$ cat src/rtl/fifo_serial_tx.sv
// Drains a first-word-fall-through FIFO one word at a time and sends each word
// LSB-first as an async serial frame: start, data, optional even parity, stop bit(s).
module fifo_serial_tx #(
    parameter int DATA_W       = 8,
    parameter int CLKS_PER_BIT = 4,
    parameter int PARITY_EN    = 0,
    parameter int STOP_BITS    = 1
) (
    input  logic              clk,
    input  logic              reset,
    input  logic              enable_i,
    input  logic              fifo_empty_i,
    input  logic [DATA_W-1:0] fifo_data_i,
    output logic              fifo_pop_o,
    output logic              tx_o,
    output logic              busy_o,
    output logic              frame_done_o,
    output logic [15:0]       words_sent_o
);

    localparam int BAUD_W = $clog2(CLKS_PER_BIT);
    localparam int BIT_W  = (DATA_W > 1) ? $clog2(DATA_W) : 1;

    localparam logic [BAUD_W-1:0] BAUD_LAST = BAUD_W'(CLKS_PER_BIT - 1);
    localparam logic [BIT_W-1:0]  LAST_DATA = BIT_W'(DATA_W - 1);
    localparam logic [BIT_W-1:0]  LAST_STOP = BIT_W'(STOP_BITS - 1);

    typedef enum logic [2:0] {IDLE, START, DATA, PARITY, STOP} state_t;

    state_t              state, state_n;
    logic [BAUD_W-1:0]   baud, baud_n;
    logic [BIT_W-1:0]    bit_cnt, bit_n;
    logic [DATA_W-1:0]   shift, shift_n;
    logic                parity, parity_n;
    logic                tx_n;
    logic                baud_last;
    logic                stop_last;

    assign baud_last = (baud == BAUD_LAST);
    assign stop_last = (state == STOP) && (bit_cnt == LAST_STOP) && baud_last;

    // Gated by reset so a frame aborted in its final cycle neither pops nor reports done.
    assign fifo_pop_o   = reset & enable_i & ~fifo_empty_i & ((state == IDLE) | stop_last);
    assign frame_done_o = reset & stop_last;
    assign busy_o       = (state != IDLE);

    always_comb begin
        // NOTE: every variable gets a default first so no path leaves it unassigned (no latch).
        state_n  = state;
        baud_n   = baud;
        bit_n    = bit_cnt;
        shift_n  = shift;
        parity_n = parity;

        if (fifo_pop_o) begin
            state_n  = START;
            baud_n   = '0;
            bit_n    = '0;
            shift_n  = fifo_data_i;
            parity_n = ^fifo_data_i;
        end else if (state != IDLE) begin
            baud_n = baud_last ? '0 : baud + 1'b1;
            if (baud_last) begin
                case (state)
                    START: begin
                        state_n = DATA;
                        bit_n   = '0;
                    end
                    DATA: begin
                        if (bit_cnt == LAST_DATA) begin
                            state_n = (PARITY_EN != 0) ? PARITY : STOP;
                            bit_n   = '0;
                        end else begin
                            bit_n   = bit_cnt + 1'b1;
                            shift_n = shift >> 1;
                        end
                    end
                    PARITY: begin
                        state_n = STOP;
                        bit_n   = '0;
                    end
                    STOP: begin
                        if (bit_cnt == LAST_STOP) begin
                            state_n = IDLE;
                            bit_n   = '0;
                        end else begin
                            bit_n = bit_cnt + 1'b1;
                        end
                    end
                    default: state_n = IDLE;
                endcase
            end
        end

        // Line level is derived from the next state so tx_o leaves a flop cleanly.
        case (state_n)
            START:   tx_n = 1'b0;
            DATA:    tx_n = shift_n[0];
            PARITY:  tx_n = parity_n;
            default: tx_n = 1'b1;
        endcase
    end

    always_ff @(posedge clk) begin
        // NOTE: non-blocking assignments so every flop samples pre-edge values.
        if (!reset) begin
            state        <= IDLE;
            baud         <= '0;
            bit_cnt      <= '0;
            shift        <= '0;
            parity       <= 1'b0;
            tx_o         <= 1'b1;
            words_sent_o <= '0;
        end else begin
            state   <= state_n;
            baud    <= baud_n;
            bit_cnt <= bit_n;
            shift   <= shift_n;
            parity  <= parity_n;
            tx_o    <= tx_n;
            if (stop_last) words_sent_o <= words_sent_o + 16'd1;
        end
    end

endmodule
$ cat config.mk
export PLATFORM = sky130hd
export DESIGN_NAME = fifo_serial_tx
export DESIGN_NICKNAME = d
export VERILOG_FILES = /design/src/rtl/fifo_serial_tx.sv
export SDC_FILE = /design/constraint.sdc
export NUM_CORES = 1
export LEC_CHECK = 0
export CORE_ASPECT_RATIO = 2
export CORE_MARGIN = 5
export CORE_UTILIZATION = 47
export DETAILED_ROUTE_END_ITERATION = 6
export PLACE_DENSITY_LB_ADDON = 0.1
export SLEW_MARGIN = 20
export SYNTH_ARGS = -nofsm -noshare
export SYNTH_HDL_FRONTEND = slang
export SYNTH_SLANG_ARGS = --single-unit
$ cat constraint.sdc
create_clock -name clk -period 1.7 [get_ports clk]
set_input_delay 0.255 -clock clk [delete_from_list [all_inputs] [get_ports clk]]
set_output_delay 0.255 -clock clk [all_outputs]
set_load 0.02 [all_outputs]
## Word-level counts from Yosys, hierarchy flattened

Index checks and enable logic that the tools add are counted.

| word-level totals | value |
|---|---|
| register bits | 34 |
| input bits | 12 |
| output and inout bits | 20 |
| logic and storage cells | 59 |

| operators by class | value |
|---|---|
| add/sub/neg operators | 3 |
| equality and inequality tests | 10 |
| mux-type cells | 17 |
| bitwise logic cells | 7 |
| reductions and logical operators | 14 |

Operators by type and width:

| cell | number |
|---|---|
| $mux W8 | 5 |
| $mux W3 | 7 |
| $add A16 B1 Y16 const B | 1 |
| $eq A3 B2 Y1 const B | 4 |
| $pmux W3 S4 | 1 |
| $pmux W3 S3 | 1 |
| $reduce_xor A8 Y1 | 1 |
| $eq A3 B1 Y1 const B | 2 |
| $eq A3 B3 Y1 const B | 2 |
| $logic_not A3 Y1 | 2 |
| $reduce_bool A2 Y1 | 3 |
| $reduce_bool A3 Y1 | 2 |
| $and A1 B1 Y1 | 4 |
| $reduce_and A4 Y1 | 1 |
| $reduce_or A2 Y1 | 2 |
| $add A3 B1 Y3 const B | 1 |
| $pmux W1 S3 | 1 |
| $reduce_and A3 Y1 | 1 |
| $add A2 B1 Y2 const B | 1 |
| $eq A2 B2 Y1 const B | 1 |
| $logic_and A1 B1 Y1 | 2 |
| $mux W2 | 1 |
| $ne A2 B2 Y1 const B | 1 |
| $not A1 Y1 | 2 |
| other kinds (2) | 2 |

## Depth between registers and ports, before layout

Gate-level depths: netlist of run 1.

| depth | value |
|---|---|
| depth after elaboration | 8 |
| mapped depth | 8 |
| gate-level depth less buffers | 7 |

## Worst setup path before layout of run 1

Ideal clock, no wire load.

| path | value |
|---|---|
| kind | reg2reg |
| start point | register baud[0] |
| end point | register shift[0] |
| setup time | 0.120 ns |
| arrival | 1.609 ns |
| required time | 1.580 ns |
| setup slack | -0.029 ns |
| cell stages (with the launch flop) | 8 |
| buffers on the path | 1 |
| period minus slack after synthesis | 1.729 ns |
| path through | dfxtp_1 ha_1 and3b_2 buf_6 o2111ai_4 inv_1 nor3_1 nor3_1 |

| on the way | value |
|---|---|
| cells in the longest elaborated chain, start to end | 5 |

RTL lines:

| what | RTL line | source |
|---|---|---|
| from (decl) | 31 | `logic [BAUD_W-1:0] baud, baud_n;` |
| from (signal assigned) | 116 | `baud <= baud_n;` |
| $eq A2 B2 Y1 | 39 | `assign baud_last = (baud == BAUD_LAST);` |
| $logic_and A1 B1 Y1 | 40 | `assign stop_last = (state == STOP) && (bit_cnt == LAST_STOP) && baud_last;` |
| $or A1 B1 Y1 | 43 | `assign fifo_pop_o = reset & enable_i & ~fifo_empty_i & ((state == IDLE) \| stop_last);` |
| $and A1 B1 Y1 | 43 |  |
| named net fifo_pop_o | 14 | `output logic fifo_pop_o,` |
| $mux W8 | 55 | `if (fifo_pop_o) begin` |
| to (signal assigned) | 118 | `shift <= shift_n;` |
| to (decl) | 33 | `logic [DATA_W-1:0] shift, shift_n;` |

The timed path passes the listed nets, and every way through them passes these cells. The select of a mux whose other input is x is not followed.
A chain may end at the register's enable or synchronous reset.

## Final worst setup path of run 1

| path | value |
|---|---|
| start point | register bit_cnt[1] |
| end point | output port fifo_pop_o |

| on the way | value |
|---|---|
| cells in the longest elaborated chain, start to end | 5 |

RTL lines:

| what | RTL line | source |
|---|---|---|
| from (decl) | 32 | `logic [BIT_W-1:0] bit_cnt, bit_n;` |
| from (signal assigned) | 117 | `bit_cnt <= bit_n;` |
| $logic_not A3 Y1 | 40 |  |
| $logic_and A1 B1 Y1 (2 in series) | 40 |  |
| $or A1 B1 Y1 | 43 |  |
| $and A1 B1 Y1 | 43 |  |
| to (decl) | 14 |  |

No other way between the ends.

==> metrics.txt, run 1 <==
TritonCTS Buffers 5; first-pass GRT wire length 8040 um; commonest non-fill, non-tap cell in the layout dfxtp_1; die height about 97 um; max-cap violations 0; PD cells between 700 and 800 nW/um^2; placer congestion estimate 0.867; syn avg cell area ~8.6 sq um; first-iteration detailed-routing DRC count 19; worst slew pin tran 0.398 ns; critical path class reg -> out; Req. time, crit path around 1.4 ns; storage element area 683 sq um; Post-layout nets 286; synthesized flop and latch total 34; failing checks setup timing; worst hold path class reg -> reg; vias 1759; Setup crit start kind flop; # DRC 0; Congestion Overflow GR 0; routed vias/inst ~5.5; Min Hold Slack 0.473 ns; Port-buffer cells 31; arrival time of the worst setup path around 1.5 ns; area of the multi-input gates around 1200 sq um; Die X 53.5 um; Yosys warning count 0; main flop type after synthesis dfxtp_1; Max VDD drop 0.000951 V; post-route cell area 2670 sq um; Final WS setup -0.0431 ns; Pleak between 0.9 and 1 nW; Tmin final 1.74 ns; register area share after synthesis 38.3%; Root Buffer clkbuf_8; Placed Cells approximately 300; CTS clk-pin slew, worst paths approximately 0.07 ns; Rel. slew slack 73.4%; Worst-Skew Late Latency 0.29 ns; vias in the first global route 1840; first-pass detailed-route iteration total 4; Avg WL per Cell 15.5 um; Gate Count Post-Synth 207; clock tree buffer depth 2; Post-DP HPWL 3330 um; most frequent cells in the layout dfxtp_1, buf_4, clkdlybuf4s50_1, nand2_1, nor2_1; Starting Density 48.7%; share of layout cells above drive strength 1 31.5%; overall routed net length 4950 um; Inserted Diodes 0; final antenna-violating net count 0; synth unique cells 40; filler instances 286; final slew viol count 0; Net Count, Synth 224; H-tree depth 2; Crit Path Max Fanout 3; Clock Sinks 34; Max Clk Rate 574 MHz; EDFF count, synth 0; GRT Total Usage 20.0%; final setup fails 2; area grow syn2layout 50.1%; largest net degree at the start of global routing 18; initial antenna violation count 0; core box area 3650 sq um; Cell Rows 31; CTS tree built; Placed Area 2250 sq um; Final period util 103%; Die ar. a little over 5000 sq um; Hold Fails Final Rpt 0; clk_skew roughly 0.0070 ns; Non-Filler Instances 319; fin util about three quarters; Post-Place Setup Slack -0.390 ns; RSZ-0062 raised after global routing yes; CP Capture Type output port; synthesized cell area 1780 sq um; outcome complete, but fails checks; Hold-fix buffers, CTS 0; Async SR Flop Fraction 0%; I/O pins 32
## final cells by class
type | instances | area share [%]
tap | 49 | 2.30
sequential | 34 | 25.6
clock inverter | 3 | 2.58
clock buffer | 5 | 2.58
multi-input combinational | 156 | 44.9
timing repair buffer | 63 | 20.8
inverter | 9 | 1.27
## registers in the layout (all words and copies together), names as in the netlist
register and count:
tx_o 1, bit_cnt 3, shift 8, baud 2, words_sent_o 16, parity 1
state 3
## cell usage after synthesis (3+ instances only)
cell,instances,area (sq um)
dfxtp_1,34,681
nand2_1,19,71.3
nor2_1,17,63.8
a21oi_1,15,75.1
o21ai_0,15,75.1
nand3_1,12,60.1
inv_1,9,33.8
or3_1,9,56.3
xnor2_1,9,78.8
a311oi_1,6,52.6
nand4_1,6,37.5
nor3_1,6,30.0
ha_1,5,62.6
buf_2,4,20.0
and2_1,3,18.8
clkbuf_1,3,11.3
nor2b_1,3,18.8
o211ai_1,3,22.5
xor2_1,3,26.3
## logic make-up after synthesis
group	Yosys count	synth area share, %
compound gates	45	16.4
xor+xnor	12	5.92
fa+ha+maj	5	3.52
buf+inv	18	4.93
flops	34	38.3
mux	3	1.76
simple gates	90	29.1
## timing repair
action,4_1_cts,5_1_grt
cloned,1,0
resized for setup,31,25
buffers inserted,8,3
endpoints found under the setup margin,20,26
hold endpoints to repair,0,0
pin swaps,8,22
## power breakdown
| group | internal (mW) | total [mW] | switching, mW |
|---|---|---|---|
| combinational | 0.0848 | 0.164 | 0.0795 |
| sequential | 0.814 | 0.826 | 0.0120 |
| clock | 0.588 | 0.896 | 0.308 |
| total | 1.49 | 1.89 | 0.400 |
## metal layers
metal  routed length, um  share of wire, %  GRT usage (%)  up-vias
met1                1790                36           20.0      844
met4                 111               2.2           7.28        0
met5                   0                 0              0        -
li1                    -                 -              -      869
met2                2880                58           37.5       36
met3                 164               3.3           4.31       10
## final timing paths
path | start | slack [ns] | end | depth (start not counted)
max | bit_cnt[1]$_SDFFE_PP0P_ | -0.04 | fifo_pop_o | 6
min | baud[1]$_SDFFE_PP0N_ | 0.47 | baud[1]$_SDFFE_PP0N_ | 2
max reg2reg | bit_cnt[0]$_SDFFE_PP0P_ | -0.01 | shift[3]$_SDFFE_PN0P_ | 7
min reg2reg | baud[1]$_SDFFE_PP0N_ | 0.47 | baud[1]$_SDFFE_PP0N_ | 2
## metrics by stage
| stage | power [mW] | TNS, ns |
|---|---|---|
| 3_5_place_dp | 0.993 | -1.37 |
| 5_1_grt | 1.96 | -0.855 |
| 2_1_floorplan | 0.923 | 0 |
| 3_3_place_gp | 0.989 | -1.16 |
| 4_1_cts | 1.89 | -0.0436 |
| 6_report | 1.89 | -0.0499 |
## critical path, cell delays in order (launching register included)
cell	delay (ns)
dfxtp_2	0.34
inv_2	0.05
ha_4	0.15
and3b_2	0.24
o2111ai_4	0.22
inv_2	0.07
buf_6	0.13
No activity file was read; power rests on OpenSTA's default activity.
==> run 2: changes to the inputs <==
- SETUP_SLACK_MARGIN: unset -> 0.2
==> run 2 against run 1 <==
Compared with the run above:
- the run still ends with setup timing left
- cell count decreased by 0.31%
- global-route usage decreased by 0.32 points
- non-clock buffer count decreased by 1
- routed wire length increased by 2.6%
- clock power decreased by 22%
- sequential share of layout area increased by 0.48 points
- worst setup slack improved by 0.016 ns
- combinational power increased by 5%
- via count increased by 0.40%
- count of clock-buffer cells in the layout increased by 3
- critical endpoint unchanged
- clock skew decreased by 0.0030 ns
- highest routed layer unchanged
- power decreased by 10%
- largest power group is now sequential cells
- critical path type unchanged
==> metrics.txt, run 2 (synthesis gave the netlist of run 1 again) <==
Req. time, crit path 1.44 ns (about the same); clock tree buffer depth 2 (unchanged); GRT Total Usage 19.7% (was 20.0%); Die X 53.5 um (unchanged); Port-buffer cells 31 (unchanged); most frequent cells in the layout dfxtp_1, buf_4, nand2_1, dlygate4sd2_1, nor2_1 (was dfxtp_1, buf_4, clkdlybuf4s50_1, nand2_1, nor2_1); overall routed net length 5070 um (was 4950 um); Post-layout nets 285 (was 286); arrival time of the worst setup path 1.47 ns (was 1.49 ns); sw frac 22.5% (was 21.2%); outcome complete, but fails checks (unchanged); first-pass detailed-route iteration total 7 (was 4); CTS tree built (unchanged); RSZ-0062 raised after global routing yes (unchanged); worst slew pin tran 0.303 ns (was 0.398 ns); largest net degree at the start of global routing 18 (unchanged); slowest CP cell dfxtp_2 (unchanged); area grow syn2layout 49.0% (was 50.1%); CP Capture Type output port (unchanged); critical path class reg -> out (unchanged); Max VDD drop 0.000548 V (was 0.000951 V); Largest register FFs 16 (unchanged); Sequential Power Share 48.8% (was 43.8%); Congestion Overflow GR 0 (unchanged); max-cap violations 0 (unchanged); initial antenna violation count 0 (unchanged); failing checks setup timing (unchanged); die height 96.9 um (unchanged); Power, Total 1.69 mW (was 1.89 mW); Worst-Skew Late Latency 0.28 ns (was 0.29 ns); first-pass GRT wire length 8000 um (was 8040 um); Inserted Diodes 0 (unchanged); Pleak 1.06 nW (was 0.975 nW); Cell Rows 31 (unchanged); Largest Register words_sent_o (unchanged); commonest non-fill, non-tap cell in the layout dfxtp_1 (unchanged); CP dominant cell by count inv_2 (unchanged); placer congestion estimate 0.912 (was 0.867); internal power 1.31 mW (was 1.49 mW); Tmin final 1.73 ns (was 1.74 ns); first-iteration detailed-routing DRC count 58 (was 19); Clock Sinks 34 (unchanged); Hold-fix buffers, CTS 0 (unchanged); # DRC 0 (unchanged); worst hold path class reg -> reg (unchanged); Final WS setup -0.0274 ns (was -0.0431 ns); CTS clk-pin slew, worst paths 0.07 ns (about the same); crit-path cells inv_2, ha_4, and3b_2, o2111ai_4, inv_2, buf_6 (unchanged); share of layout cells above drive strength 1 33.8% (was 31.5%); Starting Density 48.7% (unchanged); vias in the first global route 1817 (was 1840); Post-DP HPWL 3530 um (was 3330 um); final antenna-violating net count 0 (unchanged); vias 1766 (was 1759); Die ar. 5180 sq um (unchanged); final slew viol count 0 (unchanged); Root Buffer clkbuf_8 (unchanged); Clock Power Share 41.1% (was 47.5%); largest registers words_sent_o x16, shift x8 (unchanged); clk_skew 0.00403 ns (was 0.00704 ns); PD cells 639 nW/um^2 (was 708 nW/um^2); Max Clk Rate 579 MHz (was 574 MHz); routed vias/inst 5.55 (was 5.51); part of the power in combinational logic 10.2% (was 8.7%); Setup crit start kind flop (unchanged); TritonCTS Buffers 5 (unchanged); Rel. slew slack 79.6% (was 73.4%); final setup fails 4 (was 2); Min Hold Slack 0.487 ns (was 0.473 ns); core box area 3650 sq um (unchanged); Largest stage delay, worst path 0.34 ns (about the same); WP buf/inv 3 (unchanged); delay-heaviest family, CP flip-flops (unchanged); switching power 0.381 mW (was 0.400 mW); I/O pins 32 (unchanged); Hold Fails Final Rpt 0 (unchanged); Final period util 102% (was 103%); Avg WL per Cell 16.0 um (was 15.5 um); Crit Path Max Fanout 4 (was 3); H-tree depth 2 (unchanged)
run 2: metal layers:
layer / part of all wire [%] / track usage, % / up-vias
met2: 58 / 36.4 / 48
met4: 2.9 / 8.07 / 0
met1: 35 / 19.9 / 840
met3: 3.4 / 3.85 / 15
met5: 0 / 0 / -
li1: - / - / 863
run 2: area by class of cell:
class / instances / area [sq um]
Inverter: 9 / 33.8
Clock buffer: 8 / 110
Timing Repair Buffer: 62 / 546
Tap cell: 49 / 61.3
Sequential cell: 34 / 691
Multi-Input combinational cell: 156 / 1200
Fill cell: 307 / 1000
run 2: tightest hold or removal path, cell delays in order (launching register included):
cell and delay (ns):
dfxtp_2 0.34, nand2_1 0.07, a21oi_2 0.04
run 2: timing repair:
| action | 4_1_cts | 5_1_grt |
|---|---|---|
| pin swaps | 8 | 11 |
| gates resized for setup | 43 | 30 |
| buffers inserted | 5 | 7 |
| endpoints found under the setup margin | 42 | 30 |
| cloned | 0 | 1 |
run 2: per-stage QoR:
stage	setup slack, ns	area, sq um	setup TNS (ns)	instances	utilization, %
6_report	-0.0274	2650	-0.0666	318	72.5
5_1_grt	-0.125	2650	-0.569	318	72.5
4_1_cts	-0.0189	2480	-0.0572	310	68.1
3_5_place_dp	-0.355	2300	-1.02	297	63.0
3_3_place_gp	-0.345	2300	-0.612	297	63.0
2_1_floorplan	0.0991	1840	0	207	-
run 2: path summary, 6_finish.rpt:
path         slack (ns)                    start  cells past startpoint              endpoint
min reg2reg        0.49     baud[1]$_SDFFE_PP0N_                      2  baud[1]$_SDFFE_PP0N_
max               -0.03  bit_cnt[1]$_SDFFE_PP0P_                      6            fifo_pop_o
max reg2reg       -0.02  bit_cnt[1]$_SDFFE_PP0P_                      7       tx_o$_SDFF_PN1_
min                0.49     baud[1]$_SDFFE_PP0N_                      2  baud[1]$_SDFFE_PP0N_
run 2: power groups by stage:
stage               clock [mW]  combinational [mW]  sequential [mW]
floorplan                    0              0.0861            0.842
global placement             0               0.153            0.842
detailed placement           0               0.158            0.843
CTS                      0.716               0.161            0.826
global route             0.748               0.188            0.826
finish                   0.695               0.172            0.825
==> run 3: changes to the inputs <==
- SKIP_LAST_GASP: unset -> 1
==> run 3 against run 2 <==
Compared with the run above:
- register-to-register slack about the same
- sequential power about the same
- cell area down 0.71%
- count of clock-buffer cells in the layout unchanged
- critical endpoint unchanged
- hold slack worse by 0.0021 ns
- die area unchanged
- the flow still finishes with violations (setup timing)
- maximum frequency down 0.24%
- critical path type unchanged
- global-route usage unchanged
- routed wire length down 3.0%
==> metrics.txt, run 3 (synthesis gave the netlist of run 1 again) <==
metal3 WL 169 um (was 170 um); Tmin final 1.73 ns (about the same); vias in the first global route 1817 (unchanged); TritonCTS Buffers 5 (unchanged); total negative setup slack -0.0423 ns (was -0.0666 ns); crit-path cells inv_2, ha_4, and3b_2, o2111ai_4, inv_2, buf_6 (unchanged); Worst-Skew Late Latency 0.28 ns (about the same); Avg WL per Cell 15.5 um (was 16.0 um); initial antenna violation count 0 (unchanged); slowest CP cell dfxtp_2 (unchanged); I/O pins 32 (unchanged); Max Clk Rate 578 MHz (was 579 MHz); outcome complete, but fails checks (unchanged); met2 routed WL 2930 um (was 2960 um); filler instances 306 (was 307); CTS clk-pin slew, worst paths 0.07 ns (about the same); area of the multi-input gates 1190 sq um (was 1200 sq um); Cell Rows 31 (unchanged); max-cap violations 0 (unchanged); Final WS setup -0.0315 ns (was -0.0274 ns); H-tree depth 2 (unchanged); CP Capture Type output port (unchanged); largest registers words_sent_o x16, shift x8 (unchanged); Crit Path Max Fanout 4 (unchanged); Die ar. 5180 sq um (unchanged); PD cells 643 nW/um^2 (was 639 nW/um^2); Starting Density 48.7% (unchanged); CP dominant cell by count inv_2 (unchanged); first-pass detailed-route iteration total 4 (was 7); Req. time, crit path 1.44 ns (about the same); share of layout cells above drive strength 1 32.3% (was 33.8%); Inserted Diodes 0 (unchanged); commonest non-fill, non-tap cell in the layout dfxtp_1 (unchanged); final slew viol count 0 (unchanged); first-iteration detailed-routing DRC count 33 (was 58); Pleak 1.06 nW (about the same); most frequent cells in the layout dfxtp_1, buf_4, nand2_1, nor2_1, dlygate4sd2_1 (was dfxtp_1, buf_4, nand2_1, dlygate4sd2_1, nor2_1); met1 wire length 1710 um (was 1800 um); Hold Fails Final Rpt 0 (unchanged); routed vias/inst 5.61 (was 5.55); CTS tree built (unchanged); Post-layout nets 285 (unchanged); Die X 53.5 um (unchanged); Port-buffer cells 31 (unchanged); Hold-fix buffers, CTS 0 (unchanged); arrival time of the worst setup path 1.48 ns (was 1.47 ns); Min Hold Slack 0.485 ns (was 0.487 ns); Clock Sinks 34 (unchanged); clock tree buffer depth 2 (unchanged); final setup fails 2 (was 4); clk_skew 0.00350 ns (was 0.00403 ns); Largest Register words_sent_o (unchanged); Congestion Overflow GR 0 (unchanged); first-pass GRT wire length 8000 um (unchanged); RSZ-0062 raised after global routing yes (unchanged); die height 96.9 um (unchanged); largest net degree at the start of global routing 18 (unchanged); failing checks setup timing (unchanged); Final period util 102% (about the same); Post-DP HPWL 3530 um (unchanged); final antenna-violating net count 0 (unchanged); Largest register FFs 16 (unchanged); area grow syn2layout 47.9% (was 49.0%); critical path class reg -> out (unchanged); Setup crit start kind flop (unchanged); vias 1784 (was 1766); GRT Total Usage 19.7% (unchanged); worst hold path class reg -> reg (unchanged); # DRC 0 (unchanged); Largest stage delay, worst path 0.34 ns (about the same); Rel. slew slack 79.6% (unchanged); worst slew pin tran 0.303 ns (about the same); storage element area 691 sq um (unchanged); Root Buffer clkbuf_8 (unchanged); Max VDD drop 0.000549 V (was 0.000548 V); highest metal used met4 (unchanged); overall routed net length 4920 um (was 5070 um); core box area 3650 sq um (unchanged); placer congestion estimate 0.912 (unchanged)
## run 3: cell types whose count changed in the layout (fill, tap and decap cells not counted)
cell     change
nor2_1       +1
a21oi_2      -2
a21oi_1      +2
o21ai_1      -1
buf_4        +1
o21ai_0      +1
nor2_2       -1
buf_6        -1
or3_1        +1
or3_4        -1
## run 3: layout make-up
cell class	instances	area share, %
Clock buffer	8	4.19
Inverter	9	1.29
Multi-Input combinational cell	156	45.3
Sequential cell	34	26.3
Tap cell	49	2.33
Timing Repair Buffer	62	20.6
## run 3: final timing paths
kind | to | slack, ns | start | depth (start not counted)
max | fifo_pop_o | -0.03 | bit_cnt[1]$_SDFFE_PP0P_ | 6
min | baud[1]$_SDFFE_PP0N_ | 0.48 | baud[1]$_SDFFE_PP0N_ | 2
max reg2reg | words_sent_o[9]$_SDFFE_PN0P_ | -0.01 | bit_cnt[1]$_SDFFE_PP0P_ | 7
min reg2reg | baud[1]$_SDFFE_PP0N_ | 0.48 | baud[1]$_SDFFE_PP0N_ | 2
## run 3: per-stage QoR
step	util [%]	setup WS [ns]	total power [mW]	cells	cell area (sq um)
after floorplan	-	0.0991	0.928	207	1840
after global placement	63.0	-0.345	0.995	297	2300
final	72.0	-0.0315	1.69	318	2630
after detailed placement	63.0	-0.355	1.00	297	2300
after global routing	72.0	-0.0787	1.76	318	2630
after CTS	68.1	-0.0189	1.70	310	2480
## run 3: what timing repair did
item	CTS	global route
pin swaps	8	9
gates cloned	0	1
resized for setup	43	24
buffers inserted	5	7
endpoints found under the setup margin	42	30
## run 3: metal layers
layer,up-vias,global-route usage (%)
met4,0,8.07
met3,14,3.85
met5,-,0
met2,55,36.4
li1,864,-
met1,851,19.9
## run 3: worst max-delay path: cells and delay by family (launching register included)
family	cells	cell delay (ns)
AOI/OAI and AO/OA	1	0.21
adders and majority gates	1	0.16
buffers and inverters	3	0.25
DFF	1	0.34
and+or+nand+nor	1	0.24
## run 3: report_power, final
group,total [mW],leakage (nW),internal (mW),switching [mW]
sequential,0.825,0.278,0.813,0.0115
clock,0.695,0.0575,0.409,0.286
combinational,0.170,0.726,0.0879,0.0822
total,1.69,1.06,1.31,0.380
